### config.mk
export PLATFORM = sky130hd
export DESIGN_NAME = muldiv_seq
export DESIGN_NICKNAME = d
export VERILOG_FILES = /design/src/rtl/muldiv_seq.sv
export SDC_FILE = /design/constraint.sdc
export NUM_CORES = 1
export LEC_CHECK = 0
export BUFFER_PORTS_ARGS = -buffer_cell sky130_fd_sc_hd__buf_2
export CORE_MARGIN = 1.5
export CORE_UTILIZATION = 50
export CTS_CLUSTER_SIZE = 25
export DETAILED_ROUTE_END_ITERATION = 16
export GPL_TIMING_DRIVEN = 0
export MAX_ROUTING_LAYER = met4
export PLACE_DENSITY_LB_ADDON = 0.1
export SLEW_MARGIN = 5
export SYNTH_ARGS = -nofsm -noshare
export SYNTH_HDL_FRONTEND = slang
export SYNTH_SLANG_ARGS = --single-unit
### constraint.sdc
create_clock -name clk -period 6.9 [get_ports clk]
set_input_delay 1.38 -clock clk [delete_from_list [all_inputs] [get_ports clk]]
set_output_delay 1.38 -clock clk [all_outputs]
set_load 0.05 [all_outputs]
### src/rtl/muldiv_seq.sv
// muldiv_seq: iterative RV32M multiply/divide sequencer.
//
// Runs beside the single-cycle ALU in the execute stage. It accepts one
// funct7=0000001 operation at a time and stalls the core while a radix-2 loop
// runs. Multiplies use a shift-add loop and divides use a restoring loop, one
// bit per cycle. It then presents the 32-bit result for one cycle.
//
// Ports:
//   clk       system clock, rising edge
//   rst       asynchronous active-high reset
//   start     decoder flags an M-extension op (sampled only in IDLE)
//   fn3       RV32M funct3 (mul/mulh/mulhsu/mulhu/div/divu/rem/remu)
//   rs1_data  operand A (multiplicand / dividend)
//   rs2_data  operand B (multiplier / divisor)
//   stall     hold PC and pipeline: (IDLE & start) | CALC
//   done      one-cycle pulse, result valid
//   result    final value, held until the next result is written
//   illegal   one-cycle pulse with done for an op that is not compiled in
//
// Configuration macro: MULDIV_DIV_EN
//   defined   : all eight fn3 codes are supported
//   undefined : divide ops finish in one cycle with illegal=1 and result 0
module muldiv_seq #(
    parameter int XLEN = 32
) (
    input  logic            clk,
    input  logic            rst,
    input  logic            start,
    input  logic [2:0]      fn3,
    input  logic [XLEN-1:0] rs1_data,
    input  logic [XLEN-1:0] rs2_data,
    output logic            stall,
    output logic            done,
    output logic [XLEN-1:0] result,
    output logic            illegal
);

    localparam logic [1:0] S_IDLE = 2'd0;
    localparam logic [1:0] S_CALC = 2'd1;
    localparam logic [1:0] S_DONE = 2'd2;

    logic [1:0]        state;
    logic [4:0]        cnt;
    logic [2:0]        op;
    logic              a_neg;
    logic              b_neg;
    logic              illegal_q;

    logic [2*XLEN-1:0] mcand;
    logic [XLEN-1:0]   mplier;
    logic [2*XLEN-1:0] prod;

    logic              a_signed;
    logic              b_signed;
    logic              a_sgn;
    logic              b_sgn;
    logic [XLEN-1:0]   a_mag;
    logic [XLEN-1:0]   b_mag;

    logic [2*XLEN-1:0] prod_nxt;
    logic [2*XLEN-1:0] mul_full;
    logic [XLEN-1:0]   mul_res;

    // Signedness per operand: divides use fn3[0] (0 = signed); multiplies
    // treat rs1 as signed except mulhu, and rs2 as signed only for mul/mulh.
    always_comb begin
        a_signed = 1'b0;
        b_signed = 1'b0;
        if (fn3[2]) begin
            a_signed = ~fn3[0];
            b_signed = ~fn3[0];
        end else begin
            a_signed = (fn3[1:0] != 2'b11);
            b_signed = ~fn3[1];
        end
        a_sgn = a_signed & rs1_data[XLEN-1];
        b_sgn = b_signed & rs2_data[XLEN-1];
        a_mag = a_sgn ? -rs1_data : rs1_data;
        b_mag = b_sgn ? -rs2_data : rs2_data;
    end

    // The last iteration's product is used directly so the result can be
    // written on the same edge that leaves CALC.
    always_comb begin
        prod_nxt = mplier[0] ? prod + mcand : prod;
        mul_full = (a_neg ^ b_neg) ? -prod_nxt : prod_nxt;
        mul_res  = (op == 3'b000) ? mul_full[XLEN-1:0] : mul_full[2*XLEN-1:XLEN];
    end

`ifdef MULDIV_DIV_EN
    localparam logic [XLEN-1:0] INT_MIN = {1'b1, {(XLEN-1){1'b0}}};

    logic [XLEN-1:0] quo;
    logic [XLEN-1:0] rem;
    logic [XLEN-1:0] dvsr;
    logic [XLEN:0]   shifted;
    logic            ge;
    logic [XLEN-1:0] rem_nxt;
    logic [XLEN-1:0] quo_nxt;
    logic [XLEN-1:0] div_res;
    logic            div_zero;
    logic            div_ovf;
    logic            special;
    logic [XLEN-1:0] spec_res;

    // One restoring step. The partial remainder stays below the divisor, so
    // after a successful subtract it always fits in XLEN bits and the
    // wrap-around subtraction is exact.
    always_comb begin
        shifted = {rem, quo[XLEN-1]};
        ge      = (shifted >= {1'b0, dvsr});
        rem_nxt = ge ? shifted[XLEN-1:0] - dvsr : shifted[XLEN-1:0];
        quo_nxt = {quo[XLEN-2:0], ge};
        if (op[1])
            div_res = a_neg ? -rem_nxt : rem_nxt;
        else
            div_res = (a_neg ^ b_neg) ? -quo_nxt : quo_nxt;
    end

    // Divide-by-zero and signed overflow are answered without iterating.
    always_comb begin
        div_zero = (rs2_data == '0);
        div_ovf  = ~fn3[0] && (rs1_data == INT_MIN) && (rs2_data == '1);
        special  = fn3[2] & (div_zero | div_ovf);
        if (div_zero)
            spec_res = fn3[1] ? rs1_data : '1;
        else
            spec_res = fn3[1] ? '0 : INT_MIN;
    end
`endif

    // Main sequencer: latch the op in IDLE, iterate 32 times in CALC, then
    // pulse done for one cycle. A start seen in DONE is deliberately dropped.
    always_ff @(posedge clk or posedge rst) begin
        if (rst) begin
            state     <= S_IDLE;
            cnt       <= '0;
            op        <= '0;
            a_neg     <= 1'b0;
            b_neg     <= 1'b0;
            illegal_q <= 1'b0;
            mcand     <= '0;
            mplier    <= '0;
            prod      <= '0;
            result    <= '0;
`ifdef MULDIV_DIV_EN
            quo       <= '0;
            rem       <= '0;
            dvsr      <= '0;
`endif
        end else begin
            case (state)
                S_IDLE: begin
                    if (start) begin
                        op        <= fn3;
                        a_neg     <= a_sgn;
                        b_neg     <= b_sgn;
                        cnt       <= '0;
                        mcand     <= {{XLEN{1'b0}}, a_mag};
                        mplier    <= b_mag;
                        prod      <= '0;
                        illegal_q <= 1'b0;
`ifdef MULDIV_DIV_EN
                        quo       <= a_mag;
                        rem       <= '0;
                        dvsr      <= b_mag;
                        if (special) begin
                            state  <= S_DONE;
                            result <= spec_res;
                        end else begin
                            state  <= S_CALC;
                        end
`else
                        if (fn3[2]) begin
                            state     <= S_DONE;
                            result    <= '0;
                            illegal_q <= 1'b1;
                        end else begin
                            state     <= S_CALC;
                        end
`endif
                    end
                end
                S_CALC: begin
                    prod   <= prod_nxt;
                    mcand  <= mcand << 1;
                    mplier <= mplier >> 1;
`ifdef MULDIV_DIV_EN
                    quo    <= quo_nxt;
                    rem    <= rem_nxt;
`endif
                    cnt    <= cnt + 5'd1;
                    if (cnt == 5'd31) begin
                        state  <= S_DONE;
`ifdef MULDIV_DIV_EN
                        result <= op[2] ? div_res : mul_res;
`else
                        result <= mul_res;
`endif
                    end
                end
                S_DONE: begin
                    state     <= S_IDLE;
                    illegal_q <= 1'b0;
                end
                default: begin
                    state <= S_IDLE;
                end
            endcase
        end
    end

    assign stall   = ((state == S_IDLE) & start) | (state == S_CALC);
    assign done    = (state == S_DONE);
    assign illegal = illegal_q;

endmodule

# Yosys cells after proc, flatten, opt, wreduce, memory -nomap -nowiden
# Cells that the tools add are included.
# op_classes
n_addsub	5
multipliers	0
div_mod_pow	0
n_lt_le_gt_ge	0
n_eq_ne	7
shift	0
muxes	26
n_bitwise	7
reduce_logical	9
# op_table
cell	n
64-bit two-way mux	4
64-bit one-hot mux with 2 select lines	2
32-bit two-way mux	7
32-bit one-hot mux with 2 select lines	2
64-bit adder	1
32-bit negator	2
64-bit negator	1
5-bit one-hot mux with 2 select lines	1
2-bit != test (second input constant)	4
2-bit AND reduction	4
2-bit two-way mux	3
5-bit by 1-bit adder with 5-bit output (second input constant)	1
5-bit equality test (second input constant)	1
5-bit two-way mux	1
1-bit two-way mux	4
2-bit one-hot mux with 2 select lines	1
4-bit AND reduction	1
2-bit nonzero test	2
1-bit AND	3
3-bit zero test	1
2-bit by 1-bit equality test with 1-bit output (second input constant)	1
2-bit equality test (second input constant)	1
2-bit zero test	1
1-bit NOT	2
other kinds (3)	3
# totals
reg_bits	205
latchBits	0
ramBits	0
mem_bits_ro	0
in_bits	70
out_inout_bits	35
word_cells	64
memories	0

# Depth between registers and ports, before layout
# Gate-level depths: netlist of run 1.
# depth
ltp_word	7
ltp_mapped	16
mapped_depth_nobuf	15

# Worst setup path before layout of run 1
# No wires, ideal clock.
# synth_path
path_kind	reg2reg
startpoint	register prod[8]
endpoint	register result[28]
t_arrival_ns	3.962
required_time_ns	6.817
slack_ns	2.855
path_stages_with_launch	15
path_buffers	1
period_less_slack_ns	4.045
path_cell_list	dfrtp_1 ha_1 buf_2 nand2_1 o21a_1 or3_1 a31oi_2 nor3_1 o41ai_1 xor2_1 o31a_1 or4b_4 nor4b_1 mux2_2 o21ai_0
# synth_between
elab_chain_len	7
# synth_rtl
item	line	text
start: declaration	51	logic [2*XLEN-1:0] prod;
start signal: assignment	185	prod <= prod_nxt;
64-bit adder	85	prod_nxt = mplier[0] ? prod + mcand : prod;
64-bit two-way mux *	85	
64-bit negator	86	mul_full = (a_neg ^ b_neg) ? -prod_nxt : prod_nxt;
64-bit two-way mux *	86	
32-bit two-way mux *	87	mul_res = (op == 3'b000) ? mul_full[XLEN-1:0] : mul_full[2*XLEN-1:XLEN];
32-bit two-way mux *	193	if (cnt == 5'd31) begin
32-bit one-hot mux with 2 select lines *	152	case (state)
end signal: assignment	198	result <= mul_res;
end: declaration	34	output logic [XLEN-1:0] result,
# Mark *: on every way between the ends. The rest lies on a longest branch, timed or not. The select of a mux whose other input is x is not followed.
# A chain may end at the register's enable or synchronous reset.

# Worst setup path in the final report of run 1
# layout_path
startpoint	register mplier[0]
endpoint	register result[6]
# layout_between
elab_chain_len	6
# layout_rtl
item	line	text
start: declaration	50	logic [XLEN-1:0] mplier;
start signal: assignment	160	mplier <= b_mag;
start signal: assignment	187	mplier <= mplier >> 1;
64-bit two-way mux *	85	
64-bit negator	86	
64-bit two-way mux *	86	
32-bit two-way mux *	87	
32-bit two-way mux *	193	
32-bit one-hot mux with 2 select lines *	152	
# Marked as above.

==> impl_results.md, run 1 <==
- Starting DRT DRC Count: 1922
- Kind of critical path: flip-flop to flip-flop
- Post-synthesis mux area share: 0.02443
- Clk pin slew, worst setup/hold paths: 60 ps
- Largest net degree at the start of global routing: 40
- Dpl cell area: 0.01806 mm^2
- Post-synth top cells: o21ai_0, nand2_1, dfrtp_1, a21oi_1, nor2_1
- Worst setup endpoint: result[6]$_DFFE_PP0P_
- Sequential Power Share: 0.205
- CTS root buffer: clkbuf_16
- Layout cell share with drive strength beyond 1: 0.1005
- Cts repair resizes: 0
- RSZ-0062 raised after global routing: no
- Max-cap viol count: 0
- Total CTS buffers: 24
- DR top layer: met4
- Peak supply drop: 362.2 uV
- N_diodes: 0
- Drt wl/cell: 24.90 um
- Synth Area in Adders: 0.05167
- Post-Route Setup TNS: 0 ps
- Grt total ovfl: 0
- Vias/cell: 6.586
- Startpoint Class: flip-flop
- Row count: 67
- Post-synthesis average cell area: 7.890 um^2
- Post-CTS Hold Fix Bufs: 0
- Die W: 186.6 um
- Clk sinks: 205
- Routed wl met3: 5510 um
- Syn_nets: 2275
- Count of cell types in the netlist: 98
- Hold Path Class: flip-flop to flip-flop
- Post-synth EDFFs: 0
- Switching Share: 0.5536
- Final setup violating endpoints: 0
- Post-Route WL: 68130 um
- Layout Cells excl Fill: 2736
- Yosys warns: 0
- Minimum clock period: 6564 ps
- Worst path required time: 7310 ps
- Initial Utilization: 0.5051
- Mapped Cells: 2136
- Setup bufs post-CTS: 0
- Max H-tree Level: 1
- Switch Pwr: 0.005564 W
- Post-synth top area share: 0.3044
- Clock power frac: 0.134
- First-pass GRT wire length: 103100 um
- Slew @ Worst Pin: 1432 ps
- Top_reg_cell synth: dfrtp_1
- CTS tree: built
- CP endpoint kind: flip-flop
- P&R area growth vs syn: 12.09%
- Final Cycle Share: 0.9512
- Vias: 18020
- RR Startpoint: mplier[0]$_DFFE_PP0P_
- WP data arrival: 6970 ps
- Fin. Hold Viols: 0
- Final Skew: 14.72 ps
- Core area: 0.03336 mm^2
- Slew Viols, Final: 0
- Synth area leader: dfrtp_1
- # DRC: 0
- Final GP Congestion: 1.039
- Total Power: 0.01005 W
- Power Density: 532.1 mW/mm^2
- Hold Path Depth: 2
- Hpwl dp: 53820 um
- Initial antenna violation count: 1
- Xor/xnor share of the synthesized area: 0.07120
- Compound-gate portion of the synthesized area: 0.2954
- CTS Buffer Depth: 3
- Global-route usage over all layers: 0.3968
- Nets: 2411
- Sequential cell area fraction in the yosys report: 0.3044
- Die ar.: 0.03482 mm^2
- Number of synthesized register bits: 205
- CP max FO: 10
- Max_slew headroom: 0.04551
- Post-route cell area: 0.01889 mm^2
- TritonRoute pass-1 iters: 6
- Asr flop ratio synth: 1.000
- IO Pins: 105
- Count leader, synth: o21ai_0
- Critical path origin: mplier[0]$_DFFE_PP0P_
- R2r worst-path depth: 12
- Peak Freq: 0.1524 GHz
- Vias in the first global route: 17040
- Leakage power: 7.680 nW
- Post-route ant nets: 0
- Status: finished clean
- Metal1 wirelength: 27920 um
- R2R setup slack: 340 ps
- Reg2reg end: result[6]$_DFFE_PP0P_
- Gate power share: 0.661
- Int Power: 0.004487 W
- Largest family of logic cells by synthesized area: compound AO/OA/AOI/OAI gates
- Simple-Gate Fraction of Synth Area: 0.2122
- Met2 wire len: 30660 um
- Worst-Skew Late Latency: 570 ps
- Die height: 186.6 um
- Synth Cell Area: 0.01685 mm^2
- Placed Instances: 2694
- Synth top area cells: dfrtp_1, o21ai_0, nand2_1
- IO Port Bufs: 104
state kept, by name, indices dropped and copies added, names as in the netlist:
| signal | cells |
|---|---|
| mcand | 64 |
| prod | 64 |
| mplier | 32 |
| result | 32 |
| cnt | 5 |
| op | 3 |
| state | 2 |
| a_neg | 1 |
| b_neg | 1 |
| illegal | 1 |
through the flow:
| step | utilization | setup WS (ps) | hold slack, ps |
|---|---|---|---|
| 2_1_floorplan | - | 2855 | 449.4 |
| 3_5_place_dp | 0.5414 | 787.3 | 462.9 |
| 6_report | 0.5662 | 336.5 | 488.5 |
| 3_3_place_gp | 0.5376 | 777.4 | 468.6 |
| 5_1_grt | 0.5662 | 508.0 | 502.5 |
| 4_1_cts | 0.5662 | 751.6 | 487.7 |
worst max-delay path, cell delays in order (launching register included):
cell,delay [ps]
dfrtp_1,440
buf_2,350
buf_2,390
buf_1,730
clkbuf_1,780
clkbuf_1,780
clkbuf_1,740
clkbuf_1,680
buf_2,480
o31ai_1,130
a31oi_1,200
xor2_1,440
o221ai_1,210
power groups by stage:
stage          clock (W)  combinational (W)  sequential, W
2_1_floorplan          0            0.00435        0.00192
3_3_place_gp           0            0.00629        0.00206
3_5_place_dp           0            0.00637        0.00206
4_1_cts          0.00136            0.00641        0.00205
5_1_grt          0.00141            0.00710        0.00210
6_report         0.00135            0.00664        0.00206
how the worst min path moves through the flow:
stage	from	endpoint	slack, ps
6_report	result[7]$_DFFE_PP0P_	result[7]$_DFFE_PP0P_	490
5_1_grt	result[7]$_DFFE_PP0P_	result[7]$_DFFE_PP0P_	500
4_1_cts	result[7]$_DFFE_PP0P_	result[7]$_DFFE_PP0P_	490
3_5_place_dp	result[7]$_DFFE_PP0P_	result[7]$_DFFE_PP0P_	460
3_3_place_gp	result[7]$_DFFE_PP0P_	result[7]$_DFFE_PP0P_	470
2_1_floorplan	cnt[3]$_DFFE_PP0P_	cnt[3]$_DFFE_PP0P_	450
cells in the final DEF (no fill, tap or decap), drive strengths merged, types with 41 or more instances in the layout:
cell type,synthesis,layout
a21oi,147,147
a22oi,79,79
buf,31,141
clkbuf,110,141
dfrtp,205,205
ha,68,68
nand2,264,264
nand3,89,89
nand4,43,43
nor2,140,140
nor3,41,41
o21ai,298,298
xnor2,64,64
xor2,73,73
kinds of logic after synthesis:
family                     count (synthesis)
AOI/OAI and AO/OA                        777
and+or+nand+nor                          736
DFF                                      205
adders and majority gates                 69
muxes                                     40
xor gates and xnor gates                 137
buffers and inverters                    172
final cells by class:
cell class / count / area [um^2]
Buffer: 141 / 569.3
Tap cell: 448 / 560.5
Inverter: 31 / 120.1
Sequential cell: 205 / 5130
Clock inverter: 11 / 158.9
Fill cell: 3195 / 14470
Clock buffer: 31 / 666.9
Timing Repair Buffer: 110 / 648.1
Multi-Input combinational cell: 1759 / 11040
routing by layer:
metal / vias to the layer above / track usage
met1: 8690 / 0.5005
met5: - / -
met2: 918 / 0.6190
met3: 169 / 0.06188
met4: 0 / 0.2001
li1: 8243 / -
Power figures use the tool's default switching activity.
==> inputs of run 2 (changes only) <==
- PLACE_DENSITY: default -> 0.68
- PLACE_DENSITY_LB_ADDON: 0.1 -> default
==> run 2 against run 1 <==
Effect of this change: utilization shrank 0.068 points; combinational power is essentially flat; largest power group unchanged; final area shrank 0.12%; total power grew 0.10%.
==> impl_results.md, run 2 (same netlist as run 1, synthesis figures left out) <==
- Row count: 67 (unchanged)
- Nets: 2411 (unchanged)
- Slew Viols, Final: 0 (unchanged)
- Clk pin slew, worst setup/hold paths: 60 ps (about the same)
- Post-Route Setup TNS: 0 ps (unchanged)
- Reg2reg end: result[6]$_DFFE_PP0P_ (unchanged)
- Max_slew headroom: 0.02671 (was 0.04551)
- Final Cycle Share: 0.9274 (was 0.9512)
- CP Cell Sequence: buf_2, buf_2, buf_1, clkbuf_1, clkbuf_1, clkbuf_1, clkbuf_1, buf_2, o31ai_1, a31oi_1, xor2_1, o221ai_1 (unchanged)
- Startpoint Class: flip-flop (unchanged)
- # DRC: 0 (unchanged)
- Final GP Congestion: 1.065 (was 1.039)
- Grt total ovfl: 0 (unchanged)
- RR Startpoint: mplier[0]$_DFFE_PP0P_ (unchanged)
- RSZ-0062 raised after global routing: no (unchanged)
- Die height: 186.6 um (unchanged)
- Power Density: 533.2 mW/mm^2 (was 532.1 mW/mm^2)
- Worst hold start: cnt[3]$_DFFE_PP0P_ (was result[7]$_DFFE_PP0P_)
- Post-route ant nets: 0 (unchanged)
- Final setup violating endpoints: 0 (unchanged)
- Slowest cell on crit path: clkbuf_1 (unchanged)
- CP max stage delay: 770 ps (was 780 ps)
- Max-cap viol count: 0 (unchanged)
- Worst path required time: 7310 ps (about the same)
- Initial Utilization: 0.5051 (unchanged)
- Post-Route WL: 68700 um (was 68130 um)
- Commonest non-fill, non-tap cell in the layout: o21ai_0 (unchanged)
- Largest net degree at the start of global routing: 41 (was 40)
- WP data arrival: 6810 ps (was 6970 ps)
- Slew @ Worst Pin: 1437 ps (was 1432 ps)
- Vias: 18030 (was 18020)
- Die W: 186.6 um (unchanged)
- Placed Instances: 2693 (was 2694)
- Starting DRT DRC Count: 1851 (was 1922)
- R2r worst-path depth: 12 (unchanged)
- Total CTS buffers: 25 (was 24)
- CP endpoint kind: flip-flop (unchanged)
- Leakage power: 7.668 nW (was 7.680 nW)
- Drt wl/cell: 25.09 um (was 24.90 um)
- Vias/cell: 6.585 (was 6.586)
- CP max FO: 10 (unchanged)
- Most frequent cells in the layout: o21ai_0, nand2_1, dfrtp_1 (unchanged)
- Number of fill cells in the layout: 3224 (was 3195)
- Status: finished clean (unchanged)
- Final Util: 0.5655 (was 0.5662)
- Die ar.: 0.03482 mm^2 (unchanged)
- CTS root buffer: clkbuf_16 (unchanged)
- Sequential Power Share: 0.206 (was 0.205)
- Crit-path most repeated cell: clkbuf_1 (unchanged)
- Layout cell share with drive strength beyond 1: 0.1005 (about the same)
- Flip-flop and latch area: 0.005130 mm^2 (unchanged)
- Gate power share: 0.659 (was 0.661)
- Final Skew: 19.78 ps (was 14.72 ps)
- Minimum clock period: 6399 ps (was 6564 ps)
- CTS tree: built (unchanged)
- Max H-tree Level: 1 (unchanged)
- Setup bufs post-CTS: 0 (unchanged)
- First-pass GRT wire length: 104500 um (was 103100 um)
- P&R area growth vs syn: 11.96% (was 12.09%)
- IO Pins: 105 (unchanged)
- Core area: 0.03336 mm^2 (unchanged)
- Worst-Skew Late Latency: 570 ps (about the same)
- Cts repair resizes: 0 (unchanged)
- Clock power frac: 0.135 (was 0.134)
- Hold Path Class: flip-flop to flip-flop (unchanged)
- Clk sinks: 205 (unchanged)
- Int Power: 0.004478 W (was 0.004487 W)
- Peak Freq: 0.1563 GHz (was 0.1524 GHz)
- Multi-input logic area: 0.01104 mm^2 (unchanged)
- Vias in the first global route: 17330 (was 17040)
- Hold EP: cnt[3]$_DFFE_PP0P_ (was result[7]$_DFFE_PP0P_)
- Layout Cells excl Fill: 2738 (was 2736)
- Post-CTS Hold Fix Bufs: 0 (unchanged)
- Kind of critical path: flip-flop to flip-flop (unchanged)
- CTS Buffer Depth: 3 (unchanged)
- Global-route usage over all layers: 0.4024 (was 0.3968)
- Switching Share: 0.5549 (was 0.5536)
- Largest regs: mcand x64, prod x64 (unchanged)
- Peak supply drop: 327.4 uV (was 362.2 uV)
- Fin. Hold Viols: 0 (unchanged)
- TritonRoute pass-1 iters: 6 (unchanged)
- Switch Pwr: 0.005583 W (was 0.005564 W)
- IO Port Bufs: 104 (unchanged)
- Hpwl dp: 54330 um (was 53820 um)
- R2R setup slack: 500 ps (was 340 ps)
- Initial antenna violation count: 2 (was 1)
- Hold Path Depth: 1 (was 2)
run 2: cell types whose count changed in the layout (fill, tap and decap cells not counted), sizes merged:
| cell | delta |
|---|---|
| buf | -1 |
| bufinv | -2 |
| clkbuf | +6 |
| clkinv | -4 |
| clkinvlp | +1 |
| diode | +1 |
| inv | +1 |
run 2: worst max path at each step:
stage,startpoint,end,slack (ps),depth (start not counted)
floorplan,rst,a_neg$_DFFE_PP0P_,2860,1
global placement,mplier[0]$_DFFE_PP0P_,result[6]$_DFFE_PP0P_,830,12
detailed placement,mplier[0]$_DFFE_PP0P_,result[29]$_DFFE_PP0P_,860,12
CTS,mplier[0]$_DFFE_PP0P_,result[6]$_DFFE_PP0P_,840,12
global route,mplier[0]$_DFFE_PP0P_,result[29]$_DFFE_PP0P_,460,12
finish,mplier[0]$_DFFE_PP0P_,result[6]$_DFFE_PP0P_,500,12
run 2: final cells by class:
type,instances,area share
Antenna cell,1,0.0001326
Buffer,141,0.03017
Clock buffer,37,0.03979
Clock inverter,7,0.004111
Inverter,31,0.006366
Multi-Input combinational cell,1759,0.5849
Sequential cell,205,0.2719
Tap cell,448,0.02971
Timing Repair Buffer,109,0.03289
run 2: layer usage:
| metal | vias up | wire length, um | GRT usage |
|---|---|---|---|
| met4 | 0 | 4287 | 0.2128 |
| met2 | 882 | 30600 | 0.6267 |
| li1 | 8242 | - | - |
| met1 | 8714 | 28210 | 0.5051 |
| met3 | 191 | 5601 | 0.06207 |
| met5 | - | 0 | - |
run 2: power groups by stage:
stage | logic, W | registers (W) | clock network (W)
after floorplan | 0.00435 | 0.00192 | 0
after CTS | 0.00643 | 0.00205 | 0.00137
after detailed placement | 0.00639 | 0.00206 | 0
after global placement | 0.00630 | 0.00206 | 0
after global routing | 0.00712 | 0.00210 | 0.00141
final | 0.00663 | 0.00207 | 0.00136
run 2: worst max-delay path, delay by kind of cell, from the launching register on:
family,cells,cell delay [ps]
xor gates and xnor gates,1,420
AOI/OAI and AO/OA,3,550
DFF,1,430
buffers and inverters,8,4800
run 2: through the flow:
stage               setup slack [ps]  area [um^2]  hold WS (ps)  power, W
floorplan                       2855        16860         449.4  0.006272
global placement               833.1        17940         474.6  0.008352
detailed placement             856.1        18040         473.8  0.008450
CTS                            840.9        18870         483.7  0.009842
global route                   456.6        18870         510.5   0.01063
finish                         501.2        18870         479.6   0.01006
